<file path="src/rtl/alu1_sched_pkg.sv">
// Shared types for the ALU1 issue scheduler: command encoding, queued operation
// record, FSM state codes and the branch classifier.
package alu1_sched_pkg;

  localparam int XLEN       = 32;
  localparam int REG_ADDR_W = 5;

  typedef enum logic [3:0] {
    c_NOP  = 4'd0,
    c_SLT  = 4'd1,
    c_SLTU = 4'd2,
    c_BEQ  = 4'd3,
    c_BNE  = 4'd4,
    c_BLT  = 4'd5,
    c_BGE  = 4'd6,
    c_BLTU = 4'd7,
    c_BGEU = 4'd8
  } alu_commands_t;

  localparam alu_commands_t ALU_CMD_IDLE = c_NOP;

  typedef logic [2:0] alu1_sched_state_t;
  localparam alu1_sched_state_t S_IDLE  = 3'd0;
  localparam alu1_sched_state_t S_ISSUE = 3'd1;
  localparam alu1_sched_state_t S_WAIT  = 3'd2;
  localparam alu1_sched_state_t S_HOLD  = 3'd3;
  localparam alu1_sched_state_t S_FLUSH = 3'd4;

  typedef struct packed {
    logic [XLEN-1:0]       arg0;
    logic [XLEN-1:0]       arg1;
    logic [XLEN-1:0]       addr;
    logic [XLEN-1:0]       imm;
    alu_commands_t         cmd;
    logic [REG_ADDR_W-1:0] rd;
    logic                  predict;
  } alu1_op_t;

  // Only conditional branches can redirect the pipeline on a mispredict.
  function automatic logic is_branch(alu_commands_t cmd);
    case (cmd)
      c_BEQ, c_BNE, c_BLT, c_BGE, c_BLTU, c_BGEU: return 1'b1;
      default:                                    return 1'b0;
    endcase
  endfunction

endpackage

</file>
<file path="src/rtl/alu1_sched_if.sv">
// Bundle of issuer, ALU1 and commiter signals around the scheduler.
// The slave modport is the scheduler's view; master is the surrounding pipeline.
interface alu1_sched_if
  import alu1_sched_pkg::*;
#(
  parameter int DEPTH = 4
) ();

  localparam int PTR_W = $clog2(DEPTH);

  logic                  enq_valid;
  logic                  enq_ready;
  logic [XLEN-1:0]       enq_arg0;
  logic [XLEN-1:0]       enq_arg1;
  logic [XLEN-1:0]       enq_addr;
  logic [XLEN-1:0]       enq_imm;
  alu_commands_t         enq_cmd;
  logic [REG_ADDR_W-1:0] enq_rd;
  logic                  enq_predict;

  logic [XLEN-1:0]       alu_arg0;
  logic [XLEN-1:0]       alu_arg1;
  logic [XLEN-1:0]       alu_addr;
  logic [XLEN-1:0]       alu_imm;
  alu_commands_t         alu_cmd;
  logic [REG_ADDR_W-1:0] alu_rd;
  logic                  alu_predict;
  logic                  alu_valid;
  logic                  alu_error;
  logic                  alu_mispredict;
  logic                  alu_clear;

  logic                  cmt_req;
  logic                  cmt_ack;
  logic                  flush;
  logic                  err;
  logic [PTR_W:0]        count;

  modport slave (
    input  enq_valid, enq_arg0, enq_arg1, enq_addr, enq_imm, enq_cmd, enq_rd, enq_predict,
    input  alu_valid, alu_error, alu_mispredict, cmt_ack,
    output enq_ready, alu_arg0, alu_arg1, alu_addr, alu_imm, alu_cmd, alu_rd, alu_predict,
    output alu_clear, cmt_req, flush, err, count
  );

  modport master (
    output enq_valid, enq_arg0, enq_arg1, enq_addr, enq_imm, enq_cmd, enq_rd, enq_predict,
    output alu_valid, alu_error, alu_mispredict, cmt_ack,
    input  enq_ready, alu_arg0, alu_arg1, alu_addr, alu_imm, alu_cmd, alu_rd, alu_predict,
    input  alu_clear, cmt_req, flush, err, count
  );

endinterface

</file>
<file path="src/rtl/alu1_sched_fifo.sv">
// In-order queue of pending ALU1 operations with a single-cycle discard-all flush.
module alu1_sched_fifo
  import alu1_sched_pkg::*;
#(
  parameter int DEPTH = 4,
  parameter int PTR_W = $clog2(DEPTH)
) (
  input  logic           clk,
  input  logic           rst_n,
  input  logic           i_push,
  input  logic           i_pop,
  input  logic           i_flush,
  input  alu1_op_t       i_data,
  output logic           o_full,
  output logic           o_empty,
  output logic [PTR_W:0] o_count,
  output alu1_op_t       o_head
);

  alu1_op_t         r_mem [DEPTH];
  logic [PTR_W-1:0] r_rdPtr;
  logic [PTR_W-1:0] r_wrPtr;
  logic [PTR_W:0]   r_count;
  logic             w_doPush;
  logic             w_doPop;

  assign o_full   = (r_count == (PTR_W+1)'(DEPTH));
  assign o_empty  = (r_count == '0);
  assign o_count  = r_count;
  assign o_head   = r_mem[r_rdPtr];
  assign w_doPush = i_push && !o_full;
  assign w_doPop  = i_pop && !o_empty;

  // Pointers wrap naturally because DEPTH is a power of two; flush beats push/pop.
  always_ff @(posedge clk) begin
    if (!rst_n) begin
      r_rdPtr <= '0;
      r_wrPtr <= '0;
      r_count <= '0;
    end else if (i_flush) begin
      r_rdPtr <= r_wrPtr;
      r_count <= '0;
    end else begin
      if (w_doPush) r_wrPtr <= r_wrPtr + 1'b1;
      if (w_doPop)  r_rdPtr <= r_rdPtr + 1'b1;
      r_count <= r_count + {{PTR_W{1'b0}}, w_doPush} - {{PTR_W{1'b0}}, w_doPop};
    end
  end

  always_ff @(posedge clk) begin
    if (w_doPush && !i_flush) r_mem[r_wrPtr] <= i_data;
  end

endmodule

</file>
<file path="src/rtl/alu1_sched.sv">
// ALU1 issue scheduler: queues branch/compare ops, issues one at a time, holds the
// result for the commiter and flushes younger work on a branch mispredict.
module alu1_sched
  import alu1_sched_pkg::*;
#(
  parameter int DEPTH = 4
) (
  input logic         clk,
  input logic         rst_n,
  alu1_sched_if.slave bus
);

  localparam int PTR_W = $clog2(DEPTH);

  alu1_sched_state_t r_state;
  alu1_sched_state_t w_nextState;
  alu1_op_t          r_aluOp;
  alu_commands_t     r_aluCmd;
  logic              r_mispredict;
  logic              r_err;

  alu1_op_t          w_enqOp;
  alu1_op_t          w_head;
  logic              w_full;
  logic              w_empty;
  logic [PTR_W:0]    w_count;
  logic              w_enqReady;
  logic              w_push;
  logic              w_pop;
  logic              w_ack;
  logic              w_doFlush;
  logic              w_loadOp;

  assign w_enqOp = '{arg0: bus.enq_arg0, arg1: bus.enq_arg1, addr: bus.enq_addr,
                     imm: bus.enq_imm, cmd: bus.enq_cmd, rd: bus.enq_rd,
                     predict: bus.enq_predict};

  assign w_enqReady = rst_n && !w_full && (r_state != S_FLUSH);
  assign w_push     = bus.enq_valid && w_enqReady;
  assign w_pop      = (r_state == S_ISSUE);
  assign w_ack      = (r_state == S_HOLD) && bus.cmt_ack;
  assign w_doFlush  = w_ack && r_mispredict && is_branch(r_aluOp.cmd);
  assign w_loadOp   = (w_nextState == S_ISSUE);

  alu1_sched_fifo #(
    .DEPTH (DEPTH),
    .PTR_W (PTR_W)
  ) u_fifo (
    .clk     (clk),
    .rst_n   (rst_n),
    .i_push  (w_push),
    .i_pop   (w_pop),
    .i_flush (w_doFlush),
    .i_data  (w_enqOp),
    .o_full  (w_full),
    .o_empty (w_empty),
    .o_count (w_count),
    .o_head  (w_head)
  );

  // A committed op goes straight to the next queued one without an IDLE bubble.
  always_comb begin
    w_nextState = r_state;
    case (r_state)
      S_IDLE:  if (!w_empty) w_nextState = S_ISSUE;
      S_ISSUE: w_nextState = S_WAIT;
      S_WAIT:  if (bus.alu_valid) w_nextState = S_HOLD;
      S_HOLD: begin
        if (bus.cmt_ack) begin
          if (w_doFlush)     w_nextState = S_FLUSH;
          else if (!w_empty) w_nextState = S_ISSUE;
          else               w_nextState = S_IDLE;
        end
      end
      S_FLUSH: w_nextState = S_IDLE;
      default: w_nextState = S_IDLE;
    endcase
  end

  always_ff @(posedge clk) begin
    if (!rst_n) begin
      r_state      <= S_IDLE;
      r_aluOp      <= '0;
      r_aluCmd     <= ALU_CMD_IDLE;
      r_mispredict <= 1'b0;
      r_err        <= 1'b0;
    end else begin
      r_state <= w_nextState;
      if (w_loadOp) begin
        r_aluOp  <= w_head;
        r_aluCmd <= w_head.cmd;
      end else if (r_state == S_ISSUE) begin
        r_aluCmd <= ALU_CMD_IDLE;
      end
      if ((r_state == S_WAIT) && bus.alu_valid) begin
        r_mispredict <= bus.alu_mispredict;
        if (bus.alu_error) r_err <= 1'b1;
      end
    end
  end

  assign bus.enq_ready   = w_enqReady;
  assign bus.alu_arg0    = r_aluOp.arg0;
  assign bus.alu_arg1    = r_aluOp.arg1;
  assign bus.alu_addr    = r_aluOp.addr;
  assign bus.alu_imm     = r_aluOp.imm;
  assign bus.alu_cmd     = r_aluCmd;
  assign bus.alu_rd      = r_aluOp.rd;
  assign bus.alu_predict = r_aluOp.predict;
  assign bus.alu_clear   = w_ack;
  assign bus.cmt_req     = (r_state == S_HOLD);
  assign bus.flush       = (r_state == S_FLUSH);
  assign bus.err         = r_err;
  assign bus.count       = w_count;

endmodule
</file>
<file path="src/flat_wrapper.sv">
// flat-port wrapper written by rule: the top's interface ports become plain ports
module alu1_sched_flat import alu1_sched_pkg::*;
#(
  parameter int DEPTH = 4
)
  (clk, rst_n, bus_enq_valid, bus_enq_arg0, bus_enq_arg1, bus_enq_addr, bus_enq_imm, bus_enq_cmd, bus_enq_rd, bus_enq_predict, bus_alu_valid, bus_alu_error, bus_alu_mispredict, bus_cmt_ack, bus_enq_ready, bus_alu_arg0, bus_alu_arg1, bus_alu_addr, bus_alu_imm, bus_alu_cmd, bus_alu_rd, bus_alu_predict, bus_alu_clear, bus_cmt_req, bus_flush, bus_err, bus_count);
  alu1_sched_if #(.DEPTH(DEPTH)) bus_i ();
  input logic clk;
  input logic rst_n;
  input wire logic [$bits(bus_i.enq_valid)-1:0] bus_enq_valid;
  input wire logic [$bits(bus_i.enq_arg0)-1:0] bus_enq_arg0;
  input wire logic [$bits(bus_i.enq_arg1)-1:0] bus_enq_arg1;
  input wire logic [$bits(bus_i.enq_addr)-1:0] bus_enq_addr;
  input wire logic [$bits(bus_i.enq_imm)-1:0] bus_enq_imm;
  input wire logic [$bits(bus_i.enq_cmd)-1:0] bus_enq_cmd;
  input wire logic [$bits(bus_i.enq_rd)-1:0] bus_enq_rd;
  input wire logic [$bits(bus_i.enq_predict)-1:0] bus_enq_predict;
  input wire logic [$bits(bus_i.alu_valid)-1:0] bus_alu_valid;
  input wire logic [$bits(bus_i.alu_error)-1:0] bus_alu_error;
  input wire logic [$bits(bus_i.alu_mispredict)-1:0] bus_alu_mispredict;
  input wire logic [$bits(bus_i.cmt_ack)-1:0] bus_cmt_ack;
  output wire logic [$bits(bus_i.enq_ready)-1:0] bus_enq_ready;
  output wire logic [$bits(bus_i.alu_arg0)-1:0] bus_alu_arg0;
  output wire logic [$bits(bus_i.alu_arg1)-1:0] bus_alu_arg1;
  output wire logic [$bits(bus_i.alu_addr)-1:0] bus_alu_addr;
  output wire logic [$bits(bus_i.alu_imm)-1:0] bus_alu_imm;
  output wire logic [$bits(bus_i.alu_cmd)-1:0] bus_alu_cmd;
  output wire logic [$bits(bus_i.alu_rd)-1:0] bus_alu_rd;
  output wire logic [$bits(bus_i.alu_predict)-1:0] bus_alu_predict;
  output wire logic [$bits(bus_i.alu_clear)-1:0] bus_alu_clear;
  output wire logic [$bits(bus_i.cmt_req)-1:0] bus_cmt_req;
  output wire logic [$bits(bus_i.flush)-1:0] bus_flush;
  output wire logic [$bits(bus_i.err)-1:0] bus_err;
  output wire logic [$bits(bus_i.count)-1:0] bus_count;
  assign bus_i.enq_valid = bus_enq_valid;
  assign bus_i.enq_arg0 = bus_enq_arg0;
  assign bus_i.enq_arg1 = bus_enq_arg1;
  assign bus_i.enq_addr = bus_enq_addr;
  assign bus_i.enq_imm = bus_enq_imm;
  assign bus_i.enq_cmd = bus_enq_cmd;
  assign bus_i.enq_rd = bus_enq_rd;
  assign bus_i.enq_predict = bus_enq_predict;
  assign bus_i.alu_valid = bus_alu_valid;
  assign bus_i.alu_error = bus_alu_error;
  assign bus_i.alu_mispredict = bus_alu_mispredict;
  assign bus_i.cmt_ack = bus_cmt_ack;
  assign bus_enq_ready = bus_i.enq_ready;
  assign bus_alu_arg0 = bus_i.alu_arg0;
  assign bus_alu_arg1 = bus_i.alu_arg1;
  assign bus_alu_addr = bus_i.alu_addr;
  assign bus_alu_imm = bus_i.alu_imm;
  assign bus_alu_cmd = bus_i.alu_cmd;
  assign bus_alu_rd = bus_i.alu_rd;
  assign bus_alu_predict = bus_i.alu_predict;
  assign bus_alu_clear = bus_i.alu_clear;
  assign bus_cmt_req = bus_i.cmt_req;
  assign bus_flush = bus_i.flush;
  assign bus_err = bus_i.err;
  assign bus_count = bus_i.count;
  alu1_sched #(.DEPTH(DEPTH)) u_core (.clk(clk), .rst_n(rst_n), .bus(bus_i));
endmodule
</file>
<file path="config.mk">
export PLATFORM = sky130hd
export DESIGN_NAME = alu1_sched_flat
export DESIGN_NICKNAME = d
export VERILOG_FILES = /design/src/rtl/alu1_sched_pkg.sv /design/src/rtl/alu1_sched_if.sv /design/src/rtl/alu1_sched_fifo.sv /design/src/rtl/alu1_sched.sv /design/src/flat_wrapper.sv
export SDC_FILE = /design/constraint.sdc
export NUM_CORES = 1
export LEC_CHECK = 0
export CORE_ASPECT_RATIO = 1.75
export CORE_MARGIN = 2
export CORE_UTILIZATION = 45
export CTS_CLUSTER_DIAMETER = 30
export DETAILED_ROUTE_END_ITERATION = 16
export HOLD_SLACK_MARGIN = 0.05
export PLACE_DENSITY = 0.66
export REMOVE_ABC_BUFFERS = 1
export SLEW_MARGIN = 20
export SYNTH_ARGS = -nofsm -noshare
export SYNTH_HDL_FRONTEND = slang
export SYNTH_SLANG_ARGS = --single-unit
</file>
<file path="constraint.sdc">
create_clock -name clk -period 5.8 [get_ports clk]
set_input_delay 0.58 -clock clk [delete_from_list [all_inputs] [get_ports clk]]
set_output_delay 0.58 -clock clk [all_outputs]
set_load 0.005 [all_outputs]
</file>
==> results of run 1 <==
[per-stage QoR]
step | setup WS, ps | cells | hold slack, ps | utilization
after CTS | 2640 | 2602 | 451 | 0.555
after global placement | 2090 | 2431 | 439 | 0.499
after floorplan | -1950 | 1342 | 445 | -
after detailed placement | 2090 | 2431 | 442 | 0.499
final | 2640 | 2610 | 450 | 0.556
after global routing | 2440 | 2610 | 467 | 0.556
[worst register-to-register path: stages (launching register included)]
cell and delay (ps):
dfxtp_1 490, and4b_1 250, nand4_1 150, buf_12 560, and2_4 840, buf_12 430
o21ai_0 310
[routing by layer]
metal,wire (um),global-route usage,part of all wire,vias up
met5,94,0,0.0016,-
met4,1760,0.0868,0.030,14
met3,3910,0.0441,0.066,107
met2,30900,0.333,0.52,456
met1,22900,0.229,0.38,7181
li1,-,-,-,6405
[sequential cells by signal (all words and copies together), names as in the netlist, named ones only]
register and cells:
u_core.bus.alu_addr 32, u_core.bus.alu_arg0 32, u_core.bus.alu_arg1 32, u_core.bus.alu_cmd 4, u_core.bus.alu_imm 32, u_core.bus.alu_predict 1, u_core.bus.alu_rd 5, u_core.bus.err 1
u_core.r_aluOp 4, u_core.r_mispredict 1, u_core.r_state 3, u_core.u_fifo.o_count 3, u_core.u_fifo.r_mem 552, u_core.u_fifo.r_rdPtr 2, u_core.u_fifo.r_wrPtr 2
[worst min-delay path by stage]
| stage | to | depth (start not counted) | from | slack, ps |
|---|---|---|---|---|
| after global placement | u_core.bus.alu_arg0[5] | 2 | u_core.bus.alu_arg0[5] | 440 |
| after detailed placement | u_core.bus.alu_arg0[27] | 2 | u_core.bus.alu_arg0[27] | 440 |
| after CTS | u_core.bus.alu_imm[22] | 2 | u_core.bus.alu_imm[22] | 450 |
| final | u_core.bus.alu_addr[20] | 2 | u_core.bus.alu_addr[20] | 450 |
| after floorplan | u_core.bus.alu_addr[18] | 2 | u_core.bus.alu_addr[18] | 440 |
| after global routing | u_core.bus.alu_predict | 2 | u_core.bus.alu_predict | 470 |
[cell type report]
class,instances,area (sq um)
fillers,4593,26300
flip-flops and latches,708,19700
multi-input cells,625,5700
repair buffers,309,3140
clock buffers,104,2430
well taps,780,976
clock inverters,67,887
inverters,9,33.8
diodes,8,20.0
[kinds of logic after synthesis]
| kind of cell | Yosys count |
|---|---|
| buffers and inverters | 251 |
| muxes | 145 |
| xor gates and xnor gates | 4 |
| DFF | 708 |
| and+or+nand+nor | 312 |
| adders and majority gates | 7 |
| AOI/OAI and AO/OA | 157 |
[placed cells by master, fill, tap and decap left out, drive strengths merged, types with 2 or more instances in the layout]
master | synthesis | final
buf | 197 | 20
a21oi | 7 | 7
diode | 0 | 8
o21ai | 136 | 136
mux4 | 134 | 134
nor2 | 9 | 9
clkinv | 0 | 23
inv | 9 | 33
bufinv | 0 | 14
edfxtp | 552 | 552
and3 | 4 | 4
and2 | 6 | 6
nand3 | 3 | 3
nand2 | 142 | 142
o22ai | 4 | 4
or3b | 2 | 2
ha | 6 | 6
dfxtp | 156 | 156
a211oi | 3 | 3
clkbuf | 45 | 104
o2bb2ai | 4 | 4
xnor2 | 3 | 3
clkinvlp | 0 | 6
clkdlybuf4s50 | 0 | 289
mux2 | 4 | 4
mux2i | 7 | 7
nor3 | 3 | 3
nand4 | 136 | 136
[power by group]
group / internal, uW / switching (uW) / total (uW)
Clock: 3720 / 2250 / 5980
Combinational: 1370 / 1400 / 2780
Sequential: 6200 / 439 / 6640
==> reports/results.tsv, run 1 <==
metric	value	unit
Final Hold Violating Endpoints	0	
post-synthesis adder-cell area fraction	0.00353	
Final Cell Area	32900	sq um
Total Power	15400	uW
CP Launch Point	u_core.r_state[2]	
final period utilization	0.546	
Pwr Density	468	nW/um^2
share of cells above drive strength 1	0.183	
Async SR Flop Fraction	0	
Tot GR Track Use	0.193	
die height	328	um
Critical Path End Type	flop	
clk_skew	24.7	ps
RSZ-0062 raised after global routing	false	
Final nets	1897	
H-tree levels	3	
dpl hpwl	33100	um
WL per Instance	22.8	um
1st-pass router iterations	5	
setup_tns	0	ps
Starting Density	0.456	
crit path to	u_core.bus.alu_addr[4]	
synthesized instance count	1584	
largest net degree at the start of global routing	147	
CTS tree	yes	
P&R area growth vs syn	22.0	%
post-synthesis xor/xnor area fraction	0.00130	
Placeable Area	59200	sq um
number of synthesized flops with an enable pin	552	
Max Cap Viol	0	
CTS hold repair buffers	0	
cell taking the most area after synthesis	edfxtp_1	
post_cts resized	0	
status	complete, no violations	
number of placement rows	118	
Root Buffer Master	clkbuf_16	
post-CTS setup buffers	0	
post-synth cell types	39	
DP Area	29600	sq um
Crit path largest cell delay	770	ps
yosys warns	0	
Post-Syn Area	27000	sq um
post-synthesis mux area share	0.116	
largest family of logic cells by synthesized area	multiplexers	
crit path time final	3160	ps
vias post-DR	14200	
Synth Area per Inst	17.0	sq um
crit start category	flop	
Final GP Congestion	0.754	
Num CTS Buffers	92	
Final setup violation count	0	
#FFs+latches synth	708	
Worst Hold Class	flop to flop	
Synth Flop Type	edfxtp_1	
Post-synth top cells	edfxtp_1 (552), dfxtp_1 (156), buf_4 (143)	
Worst EP required	6280	ps
Worst Path Buf+Inv	2	
Sink Count	708	
Slowest cell on crit path	and2_4	
Slew HR	0.256	
Leak	0.0105	uW
register area share after synthesis	0.730	
worst reg2reg setup slack	2640	ps
GRT overflow	0	
simple-gate area share of the yosys netlist	0.0588	
Total Routed Length	59500	um
Reg-to-Reg Start	u_core.r_state[2]	
max-slew violation count	0	
Compound-Gate Fraction of Synth Area	0.0309	
post-synth top area share	0.615	
Worst R2R End	u_core.bus.alu_addr[4]	
worst path arrival time	3640	ps
maximum vdd drop	0.320	mV
Max Clock Freq	0.316	GHz
Slew @ Worst Pin	1120	ps
# IOs	291	
initial antenna violation count	15	
CTS clk-pin slew, worst paths	60	ps
wire length of the first global-routing pass	89600	um
Die W	189	um
IO buf count	290	
clk_lat worst skew	630	ps
die area	62000	sq um
count leader, synth	edfxtp_1	
DR DRC count	0	
worst reg2reg path depth	6	
Worst path depth	6	
number of global-route vias before repair	15000	
critical-path maximum fanout	146	
Synth area leaders	edfxtp_1 (61%), dfxtp_1 (12%), mux4_2 (11%)	
vias per inst	5.43	
clock buffer depth	3	
Top Family by Delay on Critical Path	simple AND/OR/NAND/NOR gates	
Cell Chain, Critical Path	and4b_1 > nand4_1 > buf_12 > and2_4 > buf_12 > o21ai_0	
DR iter-0 viols	872	
crit-path most repeated cell	buf_12	
WS Path Type	flop to flop	
Detail Route Antenna Nets	0	
(Power assumes the default switching activity.)
==> run 2, diff against run 1 <==
- clock period: 5.8 -> 3.2 ns (I/O delays scaled with it)
==> reports/results.tsv, run 2 (same netlist as run 1, synthesis figures left out) <==
metric	value	unit	change
Cell Chain, Critical Path	or3b_2 > and3_1 > clkdlybuf4s50_1		
Pwr Density	843	nW/um^2	+80%
fillcell total	4577		-0.35%
DR iter-0 viols	957		+9.7%
DR DRC count	0		unchanged
WS Path Type	flop to output port		
Crit path largest cell delay	510	ps	-260 ps
initial antenna violation count	6		-9
Root Buffer Master	clkbuf_16		
Detail Route Antenna Nets	0		unchanged
max FFs per register	552		unchanged
1st-pass router iterations	5		unchanged
Critical Path End Type	output port		
most frequent cells in the layout	edfxtp_1 (552), clkdlybuf4s50_1 (289), dfxtp_1 (154)		
Slowest cell on crit path	or3b_2		
critical-path maximum fanout	8		-95%
die height	328	um	unchanged
post-route setup slack	628	ps	-2010 ps
largest net degree at the start of global routing	157		+6.8%
share of cells above drive strength 1	0.195		+0.0127
Final setup violation count	0		unchanged
Final Hold Violating Endpoints	0		unchanged
Die W	189	um	unchanged
GR Util met2	0.330		-0.00303
gr busiest metal	met2		
dpl hpwl	35300	um	+6.6%
most common cell after layout, fill and taps aside	edfxtp_1		
max-slew violation count	0		unchanged
GRT overflow	0		unchanged
Num CTS Buffers	93		+1.1%
Final nets	1923		+1.4%
footprint of the multi-input gates	5700	sq um	unchanged
Worst EP required	2880	ps	-3400 ps
Leak	0.0107	uW	+1.5%
worst path arrival time	2250	ps	-1390 ps
vias per inst	5.43		about the same
RSZ-0062 raised after global routing	false		
clk_lat worst skew	640	ps	about the same
Biggest register	u_core.u_fifo.r_mem		
crit path time final	2570	ps	
Max Cap Viol	0		unchanged
IO buf count	290		unchanged
die area	62000	sq um	unchanged
Sequential cell area	19700	sq um	unchanged
Placeable Area	59200	sq um	unchanged
Starting Density	0.456		unchanged
Sink Count	708		unchanged
vias post-DR	14300		+1.1%
Total Routed Length	60400	um	+1.4%
Slew HR	0.301		+0.0451
met3 usage	0.0429		-0.00118
wire length of the first global-routing pass	92100	um	+2.8%
status	complete, no violations		
Tot GR Track Use	0.197		+0.00397
P&R area growth vs syn	23.2	%	
number of global-route vias before repair	15100		+0.87%
crit start category	flop		
number of placement rows	118		unchanged
post-CTS setup buffers	0		unchanged
clock buffer depth	3		unchanged
clk_skew	22.4	ps	-2.30 ps
final core utilization	0.561		+0.00554
worst hold slack	308	ps	-142 ps
WL per Instance	22.9	um	+0.43%
final period utilization	0.804		
CTS tree	yes		
Worst Hold Class	input pin to flop		
# IOs	291		unchanged
maximum vdd drop	0.572	mV	+79%
Slew @ Worst Pin	1050	ps	-67.7 ps
Final GP Congestion	0.758		+0.52%
met1 Track Usage GR	0.251		+0.0227
pre-CTS setup slack	501	ps	-1590 ps
CTS clk-pin slew, worst paths	60	ps	about the same
Max Clock Freq	0.389	GHz	
H-tree levels	3		unchanged
## run 2: changes by cell type in the layout (fill, tap and decap cells not counted), moves of 3 or more
| cell | delta |
|---|---|
| buf_12 | +14 |
| buf_4 | +10 |
| clkinv_2 | +7 |
| bufinv_16 | -4 |
| diode_2 | -4 |
| clkinv_8 | +3 |
| inv_6 | -3 |
## run 2: critical path: cells and delay by family, from the launching register on
family | cells | cell delay (ps)
buffers and inverters | 1 | 430
AND/OR/NAND/NOR | 2 | 690
flip-flops | 1 | 490
## run 2: report_power, final
part           switching (uW)  leakage [uW]  internal (uW)
Sequential                634       0.00629          11200
Clock                    4200       0.00160           6440
Combinational            2780       0.00277           2710
## run 2: final timing paths
path / from / endpoint / slack (ps) / cells after the start
min reg2reg: u_core.bus.alu_rd[0] / u_core.bus.alu_rd[0] / 450 / 2
min: bus_enq_imm[1] / u_core.u_fifo.r_mem[2][11] / 310 / 1
max: u_core.r_state[2] / bus_enq_ready / 630 / 3
max reg2reg: u_core.r_state[2] / u_core.u_fifo.o_count[2] / 660 / 9
## run 2: area by class of cell
class,instances,area share
diodes,4,0.000301
clock buffers,102,0.0726
clock inverters,74,0.0264
inverters,9,0.00102
multi-input cells,625,0.172
flip-flops and latches,708,0.593
well taps,780,0.0294
repair buffers,334,0.105
## run 2: repair_timing
item	in CTS	in global routing
resized for setup	0	0
setup endpoints to repair	0	0
hold buffers	1	0
endpoints found under the hold margin	18	0
## run 2: through the flow
stage / area [sq um] / total power [uW] / instances / TNS [ps]
2_1_floorplan: 25400 / 13700 / 1342 / -3049370
3_3_place_gp: 29900 / 17500 / 2455 / 0
3_5_place_dp: 29900 / 17600 / 2455 / 0
4_1_cts: 33200 / 28400 / 2632 / 0
5_1_grt: 33200 / 29200 / 2636 / 0
6_report: 33200 / 28000 / 2636 / 0
## run 2: per-layer routing
metal	wire length, um	vias up
met5	21	-
met4	1450	4
met3	3650	92
met2	31100	400
met1	24200	7371
li1	-	6449
